<file path="src/rtl/hyst_pkg.sv">
// Shared default constants for the hysteresis selector and its helpers.
package hyst_pkg;

  // Default sensor width, channel count, hysteresis margin and dwell length.
  localparam int HYST_W     = 8;
  localparam int HYST_N     = 4;
  localparam int HYST_TH    = 10;
  localparam int HYST_DWELL = 4;

endpackage : hyst_pkg

</file>
<file path="src/rtl/hyst_argmax.sv">
// Combinational N-way maximum finder. One channel (excl) is skipped, and ties
// resolve to the lowest index because only a strictly larger value replaces
// the running best.
module hyst_argmax
  import hyst_pkg::*;
#(
  parameter int W    = HYST_W,
  parameter int N    = HYST_N,
  parameter int IDXW = $clog2(HYST_N)
) (
  input  logic [N*W-1:0]  ts,
  input  logic [IDXW-1:0] excl,
  output logic [IDXW-1:0] idx,
  output logic [W-1:0]    val
);

  logic found;

  // Linear scan over all channels except the excluded one.
  always_comb begin
    // NOTE: every output of a combinational block gets a default first so no path leaves it unassigned and no latch is inferred.
    found = 1'b0;
    idx   = '0;
    val   = '0;
    for (int i = 0; i < N; i++) begin
      if (IDXW'(i) != excl) begin
        if (!found || (ts[i*W +: W] > val)) begin
          found = 1'b1;
          idx   = IDXW'(i);
          val   = ts[i*W +: W];
        end
      end
    end
  end

endmodule : hyst_argmax

</file>
<file path="src/rtl/hyst_sel.sv">
// N-channel hysteresis selector with dwell. Tracks the leading (highest)
// sensor; the leader only changes once a single challenger beats it by more
// than TH for DWELL consecutive valid samples. All outputs are registered.
module hyst_sel
  import hyst_pkg::*;
#(
  parameter int W     = HYST_W,
  parameter int N     = HYST_N,
  parameter int TH    = HYST_TH,
  parameter int DWELL = HYST_DWELL,
  localparam int IDXW = $clog2(N),
  localparam int CW   = $clog2(DWELL + 1)
) (
  input  logic            clk,
  input  logic            rst,
  input  logic            sample_valid,
  input  logic [N*W-1:0]  ts,
  output logic [IDXW-1:0] sel,
  output logic [N-1:0]    sel_onehot,
  output logic            switch_pulse,
  output logic [CW-1:0]   dwell_cnt
);

  logic [IDXW-1:0] cand;
  logic [IDXW-1:0] c_idx;
  logic [W-1:0]    c_val;
  logic [W-1:0]    sel_val;
  logic            beat;
  logic [CW-1:0]   next_cnt;

  logic [IDXW-1:0] sel_d;
  logic [N-1:0]    onehot_d;
  logic            pulse_d;
  logic [CW-1:0]   cnt_d;
  logic [IDXW-1:0] cand_d;

  // Strongest channel other than the current leader.
  hyst_argmax #(
    .W    (W),
    .N    (N),
    .IDXW (IDXW)
  ) u_argmax (
    .ts   (ts),
    .excl (sel),
    .idx  (c_idx),
    .val  (c_val)
  );

  assign sel_val = ts[sel*W +: W];

  // Margin compare one bit wider than the readings so leader+TH cannot wrap;
  // equality with leader+TH is not a beat.
  assign beat = {1'b0, c_val} > ({1'b0, sel_val} + (W+1)'(TH));

  // The count continues only for the same candidate in an unbroken run.
  assign next_cnt = ((c_idx == cand) && (dwell_cnt != '0)) ? dwell_cnt + 1'b1 : CW'(1);

  // Next-state decision: hold on invalid samples, clear on a non-beat,
  // count or switch on a beat.
  always_comb begin
    sel_d    = sel;
    onehot_d = sel_onehot;
    pulse_d  = 1'b0;
    cnt_d    = dwell_cnt;
    cand_d   = cand;
    if (sample_valid) begin
      if (beat) begin
        cand_d = c_idx;
        if (next_cnt == CW'(DWELL)) begin
          sel_d           = c_idx;
          onehot_d        = '0;
          onehot_d[c_idx] = 1'b1;
          pulse_d         = 1'b1;
          cnt_d           = '0;
        end else begin
          cnt_d = next_cnt;
        end
      end else begin
        cnt_d = '0;
      end
    end
  end

  // State and output registers; synchronous reset takes priority over samples.
  always_ff @(posedge clk) begin
    // NOTE: sequential state uses non-blocking assignments so every flop samples pre-edge values regardless of statement order.
    if (rst) begin
      sel          <= '0;
      sel_onehot   <= N'(1);
      switch_pulse <= 1'b0;
      dwell_cnt    <= '0;
      cand         <= '0;
    end else begin
      sel          <= sel_d;
      sel_onehot   <= onehot_d;
      switch_pulse <= pulse_d;
      dwell_cnt    <= cnt_d;
      cand         <= cand_d;
    end
  end

endmodule : hyst_sel

</file>
<file path="config.mk">
export PLATFORM = sky130hd
export DESIGN_NAME = hyst_sel
export DESIGN_NICKNAME = d
export VERILOG_FILES = /design/src/rtl/hyst_pkg.sv /design/src/rtl/hyst_argmax.sv /design/src/rtl/hyst_sel.sv
export SDC_FILE = /design/constraint.sdc
export NUM_CORES = 1
export LEC_CHECK = 0
export ABC_AREA = 1
export BUFFER_PORTS_ARGS = -buffer_cell sky130_fd_sc_hd__buf_2
export CELL_PAD_IN_SITES_DETAIL_PLACEMENT = 1
export CELL_PAD_IN_SITES_GLOBAL_PLACEMENT = 2
export CORE_ASPECT_RATIO = 0.7
export CORE_MARGIN = 1
export CORE_UTILIZATION = 29
export CTS_CLUSTER_SIZE = 8
export DETAILED_ROUTE_END_ITERATION = 7
export PLACE_DENSITY = 0.91
export RECOVER_POWER = 100
export REMOVE_ABC_BUFFERS = 1
export SLEW_MARGIN = 20
export SYNTH_ARGS = -nofsm -noshare
export SYNTH_HDL_FRONTEND = slang
export SYNTH_SLANG_ARGS = --single-unit
</file>
<file path="constraint.sdc">
create_clock -name clk -period 7.5 [get_ports clk]
set_clock_uncertainty 0.2 [all_clocks]
set_input_delay 0.75 -clock clk [delete_from_list [all_inputs] [get_ports clk]]
set_output_delay 0.75 -clock clk [all_outputs]
set_load 0.03 [all_outputs]
</file>
==> Word-level counts from Yosys, hierarchy flattened <==
Index checks and enable logic that the tools add are counted.
{ "word_totals": {"reg_bits": 12, "latchBits": 0, "mem_bits_rw": 0, "romBits": 0, "in_bits": 35, "out_inout_bits": 10, "word_cells": 58, "n_memories": 0} }
{ "op_classes": {"addsub": 2, "n_mul": 0, "div_mod_pow": 0, "magnitude_cmp": 6, "eq_ne": 5, "n_shift": 1, "muxes": 24, "bitwise_logic": 2, "reduce_logical": 13} }
{ "op_table": {"columns": ["op", "n"], "rows": [
  ["$mux W8", 7],
  ["$shiftx A32 B6 Y8", 1],
  ["$gt A8 B8 Y1", 3],
  ["$mux W2", 5],
  ["$add A8 B4 Y9 const B", 1],
  ["$gt A8 B9 Y1", 1],
  ["$mux W3", 3],
  ["$mux W1", 8],
  ["$ne A2 B2 Y1 const A", 2],
  ["$add A3 B1 Y3 const B", 1],
  ["$eq A3 B3 Y1 const B", 1],
  ["$logic_not A1 Y1", 3],
  ["$logic_or A1 B1 Y1", 3],
  ["$lt A2 B3 Y1 const B", 1],
  ["$reduce_and A3 Y1", 1],
  ["$reduce_bool A3 Y1", 1],
  ["$reduce_or A3 Y1", 1],
  ["$demux W1 S2", 1],
  ["$eq A2 B2 Y1", 1],
  ["$ge A2 B1 Y1 const B", 1],
  ["$logic_and A1 B1 Y1", 2],
  ["$ne A1 B2 Y1 const A", 1],
  ["$not A1 Y1", 2],
  ["$reduce_and A2 Y1", 1],
  ["$reduce_bool A2 Y1", 1]
]} }

==> Logic depth before layout (Yosys ltp) <==
Gate-level depths: netlist of run 1.
{ "logic_depth": {"ltp_word": 20, "depth_mapped": 56, "mapped_depth_nobuf": 52} }

==> Modules after synthesis <==
Synthesis of run 1 repeated with hierarchy kept, for this count alone.
{ "unflattened": {"cells_unflattened": 385, "area_unflattened_um2": 2391.0} }
{ "modules_own_cells": {"columns": ["mod", "n_inst", "cells_each", "area_per_inst_um2", "seq_area_each_um2"], "rows": [
  ["hyst_sel", 1, 206, 1315.0, 240.2],
  ["hyst_argmax", 1, 179, 1076.0, 0.0]
]} }

==> Worst setup path before layout of run 1 <==
Ideal clock, no wire load.
{ "synth_timing": {"path_kind": "register to register", "from": "register sel[1]", "to": "register sel_onehot[0]", "setup_time_ns": 0.117, "arrival_ns": 5.654, "required_time_ns": 7.183, "slack_ns": 1.529, "stages_incl_launch_ff": 50, "path_buffers": 4, "synth_period_minus_slack_ns": 5.971, "path_cell_list": "dfxtp_1 -> nor2_4 -> inv_2 -> buf_6 -> nand2_1 -> ha_1 -> nand2_1 -> inv_1 -> nand2_1 -> nand2_1 -> nand2_1 -> nand2_1 -> nand2_1 -> nand2_1 -> inv_1 -> buf_2 -> o21ai_0 -> ha_1 -> [... 14 more ...] -> nand2_2 -> inv_1 -> clkbuf_2 -> o21ai_0 -> ha_1 -> nand2_1 -> a21oi_1 -> nor2_1 -> o21ai_0 -> nand2_1 -> nand2_1 -> nand2_1 -> nand2_1 -> nand3_4 -> nor2_4 -> nand4_4 -> a21oi_1 -> nand2_1"} }
{ "synth_via": {"elab_chain_cells": 19, "word_cells_on_any_way": 44, "cone_classes": "1 x add/sub; 6 x order compare; 5 x eq/ne; 1 x shift; 21 x mux; 10 x reduce/logical"} }
{ "synth_rtl": {"columns": ["element", "line", "source"], "rows": [
  ["start, declared", "hyst_sel.sv:18", "output logic [IDXW-1:0] sel,"],
  ["start signal, assigned", "hyst_sel.sv:94", "sel <= sel_d;"],
  ["parallel branches: the longest is 19 deep, another holds $gt A8 B8 Y1", null, null],
  ["end signal, assigned", "hyst_sel.sv:95", "sel_onehot <= onehot_d;"],
  ["end, declared", "hyst_sel.sv:19", "output logic [N-1:0] sel_onehot,"]
]} }
Several ways; the timed one is not identified.
A chain may end at the register's enable or synchronous reset.

==> Worst setup path after layout of run 1 <==
Same ends and word-level chain as after synthesis.

==> results.py, run 1 <==
metrics = {
    "clock_tree": {
        "ctsResizeCount": 0,
        "post_cts.repair.setup_buffers": 0,
        "clock_tree.root_cell": "clkbuf_8",
        "path_clk_slew_ps": 60,
        "cts.hold.buffers_added": 0,
        "cts_tree": "yes",
        "clk_path_buf_depth": 2,
        "cts.htree.levels": 1,
        "insertion_delay_ps": 250,
        "cts_sinks": 12,
        "numCtsBuffers": 3,
    },
    "yosys": {
        "synth.most_common_cell": "nand2_1",
        "yosysSeqAreaShare_pct": 12.1,
        "synth_top_area_share_pct": 22.0,
        "netlist_instances": 319,
        "synthDominantAreaCellType": "ha_1",
        "synth_enable_flop_cells": 0,
        "synth-main-ff-cell": "dfxtp_1",
        "synthDistinctLibCells": 35,
        "synth.area.top_cells": "ha_1, nand2_1, dfxtp_1",
        "ys_warn_count": 0,
        "top_post_synthesis_cells_by_count": "nand2_1, ha_1, inv_1",
        "postSynth.asyncResetShare_pct": 0,
        "synth-seq-cells": 12,
        "mean_syn_cell_area_um2": 6.24,
        "synth_cell_area_mm2": 0.00199,
    },
    "worst_hold_path": {
        "worst_hold_path_type": "reg -> reg",
    },
    "finish": {
        "area_added_between_synthesis_and_finish_pct": 17.5,
        "n_fill_cell": 902,
        "postLayoutCoreUtil_pct": 36.4,
        "ant_cells": 0,
        "final_layout_size_suffix_gt1_share_pct": 16.9,
        "postLayoutCellArea_mm2": 0.00234,
        "finalNetCount": 433,
        "final_cell_count_no_fill": 453,
    },
    "setup_path": {
        "required_ps": 7490,
        "reg2regPathDepth": 45,
        "startpoint_of_the_worst_slack_reg_to_reg_timing_path": "sel[1]$_SDFFE_PP0P_",
        "worstSetupEndpoint": "sel_onehot[0]$_SDFFE_PP1P_",
        "worst_r2r_endpoint": "sel_onehot[0]$_SDFFE_PP1P_",
        "critical-path-top-cell-by-count": "nand2_1",
        "r2r_setup_slack_ps": 740,
        "timing.critical_path.from_type": "flop",
        "critical-path-slowest-cell": "dfxtp_1",
        "timing.critical_path.arrival_ps": 6750,
        "cp_max_fanout": 19,
        "cp_slowest_stage_delay_ps": 480,
        "worst_setup_path_startpoint": "sel[1]$_SDFFE_PP0P_",
        "setup.worst_path.class": "reg -> reg",
        "setup.worst_path.end_class": "flop",
    },
    "timing": {
        "max_freq_mhz": 148,
        "max_slew_margin_pct": 66.7,
        "finalMaxSlewViolations": 0,
        "grt_setup_unrepaired": "false",
        "final_min_period_over_clock_period_pct": 90.1,
        "period_needed_ps": 6760,
        "final_hold_viol_count": 0,
        "timing_worst_slew_pin_value_ps": 500,
        "tns_ps": 0,
        "whs_ps": 258,
        "finalSetupViolations": 0,
    },
    "power_and_ir_drop": {
        "cellLeakagePower_nw": 1.18,
        "pwr_density_cell_mw_per_mm2": 127,
        "vdd_ir_drop_max_v": 0.0000455,
    },
    "route": {
        "drcViolationCount": 0,
        "per_cell_routed_wire_length_um": 13.8,
        "routed-via-count": 2180,
        "initialDrtViolationCount": 71,
        "detail_route.vias_per_cell": 4.81,
        "drt_pass1_iterations": 4,
        "drtAntennaViolNets": 0,
        "drt-total-wl_um": 6260,
    },
    "die": {
        "io-pin-count": 45,
        "num_rows": 24,
        "floorplan.core_area_mm2": 0.00643,
        "dieArea_mm2": 0.00721,
        "start_util_pct": 31.0,
        "dieWidth_um": 101,
        "floorplan.die.height_um": 71.3,
    },
    "global_route": {
        "antenna_found_initial": 0,
        "grt_overflow_total": 0,
        "grt_pass1_vias": 2208,
        "groute.usage.overall_pct": 18.6,
        "grt_pass1_wl_um": 10500,
        "grt_max_degree": 20,
    },
    "status": {
        "outcome": "complete, no violations",
    },
    "placed_design": {
        "dp_cells": 449,
        "place.detailed.hpwl_um": 5440,
        "portBuffers": 44,
        "routability_congestion": 0.785,
        "placement.cell_area_mm2": 0.00230,
    },
    "flow_run": {
        "maxCapViolations": 0,
    },
}
state kept, by name, summed over array words and instances, names as in the netlist:
signal,cells
cand,2
dwell_cnt,3
switch_pulse,1
sel,2
sel_onehot,4
per-stage QoR:
step / power (mW) / setup slack, ps
after CTS: 0.299 / 721
after global placement: 0.218 / 868
after detailed placement: 0.225 / 704
after floorplan: 0.177 / 1740
after global routing: 0.325 / 9.75
final: 0.297 / 742
where the power goes:
group	internal, mW	leakage (nW)	switching [mW]
clock network	0.0465	0.0288	0.0273
registers	0.0669	0.0972	0.00306
logic	0.0553	1.05	0.0979
how the worst min path moves through the flow:
| stage | startpoint | to | cells after the start |
|---|---|---|---|
| after floorplan | cand[1]$_SDFFE_PP0P_ | cand[1]$_SDFFE_PP0P_ | 2 |
| after global placement | sel_onehot[0]$_SDFFE_PP1P_ | sel_onehot[0]$_SDFFE_PP1P_ | 2 |
| after detailed placement | sel_onehot[0]$_SDFFE_PP1P_ | sel_onehot[0]$_SDFFE_PP1P_ | 2 |
| after CTS | sel_onehot[1]$_SDFFE_PP0P_ | sel_onehot[1]$_SDFFE_PP0P_ | 2 |
| after global routing | sel_onehot[0]$_SDFFE_PP1P_ | sel_onehot[0]$_SDFFE_PP1P_ | 2 |
| final | sel_onehot[0]$_SDFFE_PP1P_ | sel_onehot[0]$_SDFFE_PP1P_ | 2 |
routing by layer:
metal	wire length, µm	vias to the layer above	track usage (%)
li1	-	1140	-
met4	10	0	1.61
met1	3330	1000	27.5
met5	0	-	0
met3	276	2	2.73
met2	2640	38	29.5
cell type report:
class / count / area, µm² / share of cell area (%)
Timing Repair Buffer: 44 / 208 / 8.88
Inverter: 41 / 154 / 6.58
Multi-Input combinational cell: 261 / 1570 / 67.0
Tap cell: 91 / 114 / 4.87
Clock buffer: 4 / 55.1 / 2.35
Sequential cell: 12 / 240 / 10.3
layout by cell type, fill, tap and decap left out:
master,synthesis,routed
o21ai_0,26,26
dfxtp_1,12,12
or2_2,1,1
a21oi_2,1,1
a22oi_1,2,2
clkbuf_1,1,10
nor2_1,22,22
nand3b_1,1,1
a22oi_2,2,2
xnor2_1,1,1
nand3_1,11,11
nand3_4,1,1
o22ai_2,1,1
inv_2,6,5
nor2_2,1,1
nand4_2,1,1
inv_1,35,36
o22ai_1,8,8
nand2_1,104,104
a21o_1,2,2
clkbuf_8,0,4
o21a_1,2,2
ha_1,35,35
nand4_4,1,1
o2111ai_1,1,1
a21oi_1,20,20
nand4_1,2,2
buf_2,1,34
a21oi_4,1,1
xor2_1,5,5
nand2_2,6,6
a221oi_1,1,1
nor2_4,2,2
kinds of logic (layout without fill, tap and decap cells):
group,after synthesis,count (layout),share of synthesized area (%)
DFF,12,12,12.1
adders and majority gates,35,35,22.0
and+or+nand+nor,153,153,33.8
buffers and inverters,46,89,9.18
AOI/OAI and AO/OA,67,67,20.4
xor gates and xnor gates,6,6,2.64
worst max-delay path: cells and delay by family, from the launching register on:
family | cells | cell delay (ps)
compound gates | 5 | 950
buf+inv | 6 | 1050
fa+ha+maj | 4 | 1270
flops | 1 | 480
simple gates | 30 | 2740
Power figures use the tool's default switching activity.
==> run 2, diff against run 1 <==
==> constraint.sdc (replaced) <==
create_clock -name clk -period 7.5 [get_ports clk]
set_clock_uncertainty 0.2 [all_clocks]
set_input_delay 1.5 -clock clk [delete_from_list [all_inputs] [get_ports clk]]
set_output_delay 1.5 -clock clk [all_outputs]
set_load 0.03 [all_outputs]
==> run 2 against run 1 <==
First-iteration DRC count decreased by 13%; die area did not move; critical path depth is 4 lower; critical endpoint unchanged; sequential power barely moved; flip-flop and latch count unchanged; utilization rose by 1.0 points; routed wire length up 2.3%; via count is 2.8% higher; hold slack worse by 1.2 ps; register-to-register slack better by 370 ps; final cell count increased by 1.5%; power up 3.7%.
==> results.py, run 2 (synthesized netlist as in run 1, its figures left out) <==
metrics = {
    "die": {
        "floorplan.core_area_mm2": 0.00643,
        "dieWidth_um": 101,
        "num_rows": 24,
        "floorplan.die.height_um": 71.3,
        "dieArea_mm2": 0.00721,
        "io-pin-count": 45,
        "start_util_pct": 31.0,
    },
    "placed_design": {
        "portBuffers": 44,
        "dp_cells": 449,
        "routability_congestion": 0.787,
        "place.detailed.hpwl_um": 5470,
    },
    "clock_tree": {
        "cts_tree": "yes",
        "cts.htree.levels": 1,
        "cts.hold.buffers_added": 0,
        "clk_path_buf_depth": 2,
        "numCtsBuffers": 3,
        "clock_tree.root_cell": "clkbuf_8",
        "insertion_delay_ps": 250,
        "cts_sinks": 12,
        "path_clk_slew_ps": 60,
    },
    "timing": {
        "finalSetupViolations": 0,
        "final_hold_viol_count": 0,
        "finalMaxSlewViolations": 0,
        "grt_setup_unrepaired": "false",
        "max_slew_margin_pct": 71.8,
        "max_freq_mhz": 145,
        "timing_worst_slew_pin_value_ps": 421,
        "tns_ps": 0,
        "period_needed_ps": 6910,
        "final_min_period_over_clock_period_pct": 92.2,
    },
    "setup_path": {
        "timing.critical_path.arrival_ps": 6860,
        "path_buf_inv": 4,
        "critical-path-top-cell-by-count": "nand2_1",
        "required_ps": 7450,
        "setup.worst_path.class": "in -> reg",
        "cp_slowest_stage_delay_ps": 310,
        "cp_max_fanout": 19,
        "timing.critical_path.from_type": "input pin",
        "path_delay_family": "simple AND/OR/NAND/NOR gates",
        "critical-path-slowest-cell": "ha_1",
        "setup.worst_path.end_class": "flop",
    },
    "finish": {
        "area_added_between_synthesis_and_finish_pct": 20.7,
        "commonest_cells_after_routing_fill_and_taps_aside": "nand2_1, ha_1, buf_2, inv_1, nor2_1",
        "finalNetCount": 440,
        "n_fill_cell": 885,
        "final_cell_count_no_fill": 460,
        "max_flop_register": "sel_onehot",
        "biggestRegsByFlops": "sel_onehot x4, dwell_cnt x3",
        "largest_reg_flops": 4,
        "layout.cells.most_common": "nand2_1",
        "ant_cells": 0,
        "final_layout_size_suffix_gt1_share_pct": 19.5,
    },
    "route": {
        "initialDrtViolationCount": 62,
        "drtAntennaViolNets": 0,
        "detail_route.vias_per_cell": 4.87,
        "per_cell_routed_wire_length_um": 13.9,
        "drt_pass1_iterations": 4,
        "drcViolationCount": 0,
        "routed-via-count": 2240,
        "drt-total-wl_um": 6400,
    },
    "power_and_ir_drop": {
        "cellLeakagePower_nw": 1.19,
        "share_seq_of_total_power_pct": 22.8,
        "share_comb_of_total_power_pct": 53.1,
        "pwr_density_cell_mw_per_mm2": 128,
        "power.clock.fraction_pct": 24.1,
        "vdd_ir_drop_max_v": 0.0000427,
        "p_sw_share_pct": 43.2,
        "cell_internal_pwr_uw": 175,
        "switching_power_uw": 133,
    },
    "flow_run": {
        "maxCapViolations": 0,
    },
    "worst_hold_path": {
        "worst_hold_path_type": "reg -> reg",
    },
    "status": {
        "outcome": "complete, no violations",
    },
    "global_route": {
        "groute.usage.overall_pct": 18.5,
        "grt_pass1_wl_um": 10300,
        "grt_pass1_vias": 2234,
        "grt_overflow_total": 0,
        "grt_max_degree": 20,
        "antenna_found_initial": 0,
    },
}
-- run 2: changes by cell type in the layout (fill, tap and decap cells not counted), moves of 2 or more --
cell and delta:
o21ai_0 -10, buf_4 +6, inv_1 -3, o21ai_1 +10, clkinvlp_4 +2
-- run 2: timing repair --
| action | 4_1_cts | 5_1_grt |
|---|---|---|
| setup endpoints to repair | 0 | 12 |
| setup buffers | 0 | 6 |
| resized for setup | 0 | 14 |
-- run 2: power by group through the flow --
stage	Combinational (mW)	Clock (mW)	Sequential (mW)
2_1_floorplan	0.104	0	0.0722
3_3_place_gp	0.145	0	0.0713
3_5_place_dp	0.153	0	0.0712
4_1_cts	0.155	0.0758	0.0701
5_1_grt	0.187	0.0788	0.0705
6_report	0.163	0.0743	0.0702
-- run 2: through the flow --
stage               utilization (%)  worst slack, ps  area [µm²]  hold slack, ps  total power, mW
floorplan                         -             1140        1960             244            0.177
global placement               35.7              218        2300             241            0.216
detailed placement             35.7           -0.103        2300             245            0.225
CTS                            36.6              250        2350             259            0.301
global route                   37.4             31.2        2400             284            0.336
finish                         37.4              586        2400             257            0.308
-- run 2: worst paths after layout --
path                                    from                          to  slack (ps)  depth (start not counted)
setup / recovery                       ts[7]  sel_onehot[0]$_SDFFE_PP1P_         590                         41
hold reg to reg   sel_onehot[0]$_SDFFE_PP1P_  sel_onehot[0]$_SDFFE_PP1P_         260                          2
hold / removal    sel_onehot[0]$_SDFFE_PP1P_  sel_onehot[0]$_SDFFE_PP1P_         260                          2
setup reg to reg         sel[1]$_SDFFE_PP0P_  sel_onehot[0]$_SDFFE_PP1P_        1110                         42
-- run 2: per-layer routing --
layer	wire (µm)	global-route usage (%)	vias to the layer above
li1	-	-	1155
met4	25	1.93	0
met3	155	3.02	5
met5	0	0	-
met1	3360	26.5	1052
met2	2860	30.2	28
-- run 2: final cells by class --
| cell class | instances | area [µm²] | share of cell area [%] |
|---|---|---|---|
| inverters | 41 | 161 | 6.72 |
| well taps | 91 | 114 | 4.74 |
| clock buffers | 4 | 55.1 | 2.29 |
| flip-flops and latches | 12 | 240 | 9.99 |
| multi-input cells | 261 | 1580 | 65.5 |
| repair inverters | 1 | 5.00 | 0.208 |
| repair buffers | 50 | 253 | 10.5 |
-- run 2: worst min-delay path, stage by stage, from the launching register on --
cell	delay (ps)
dfxtp_1	320
a21oi_1	60
nand2_1	50
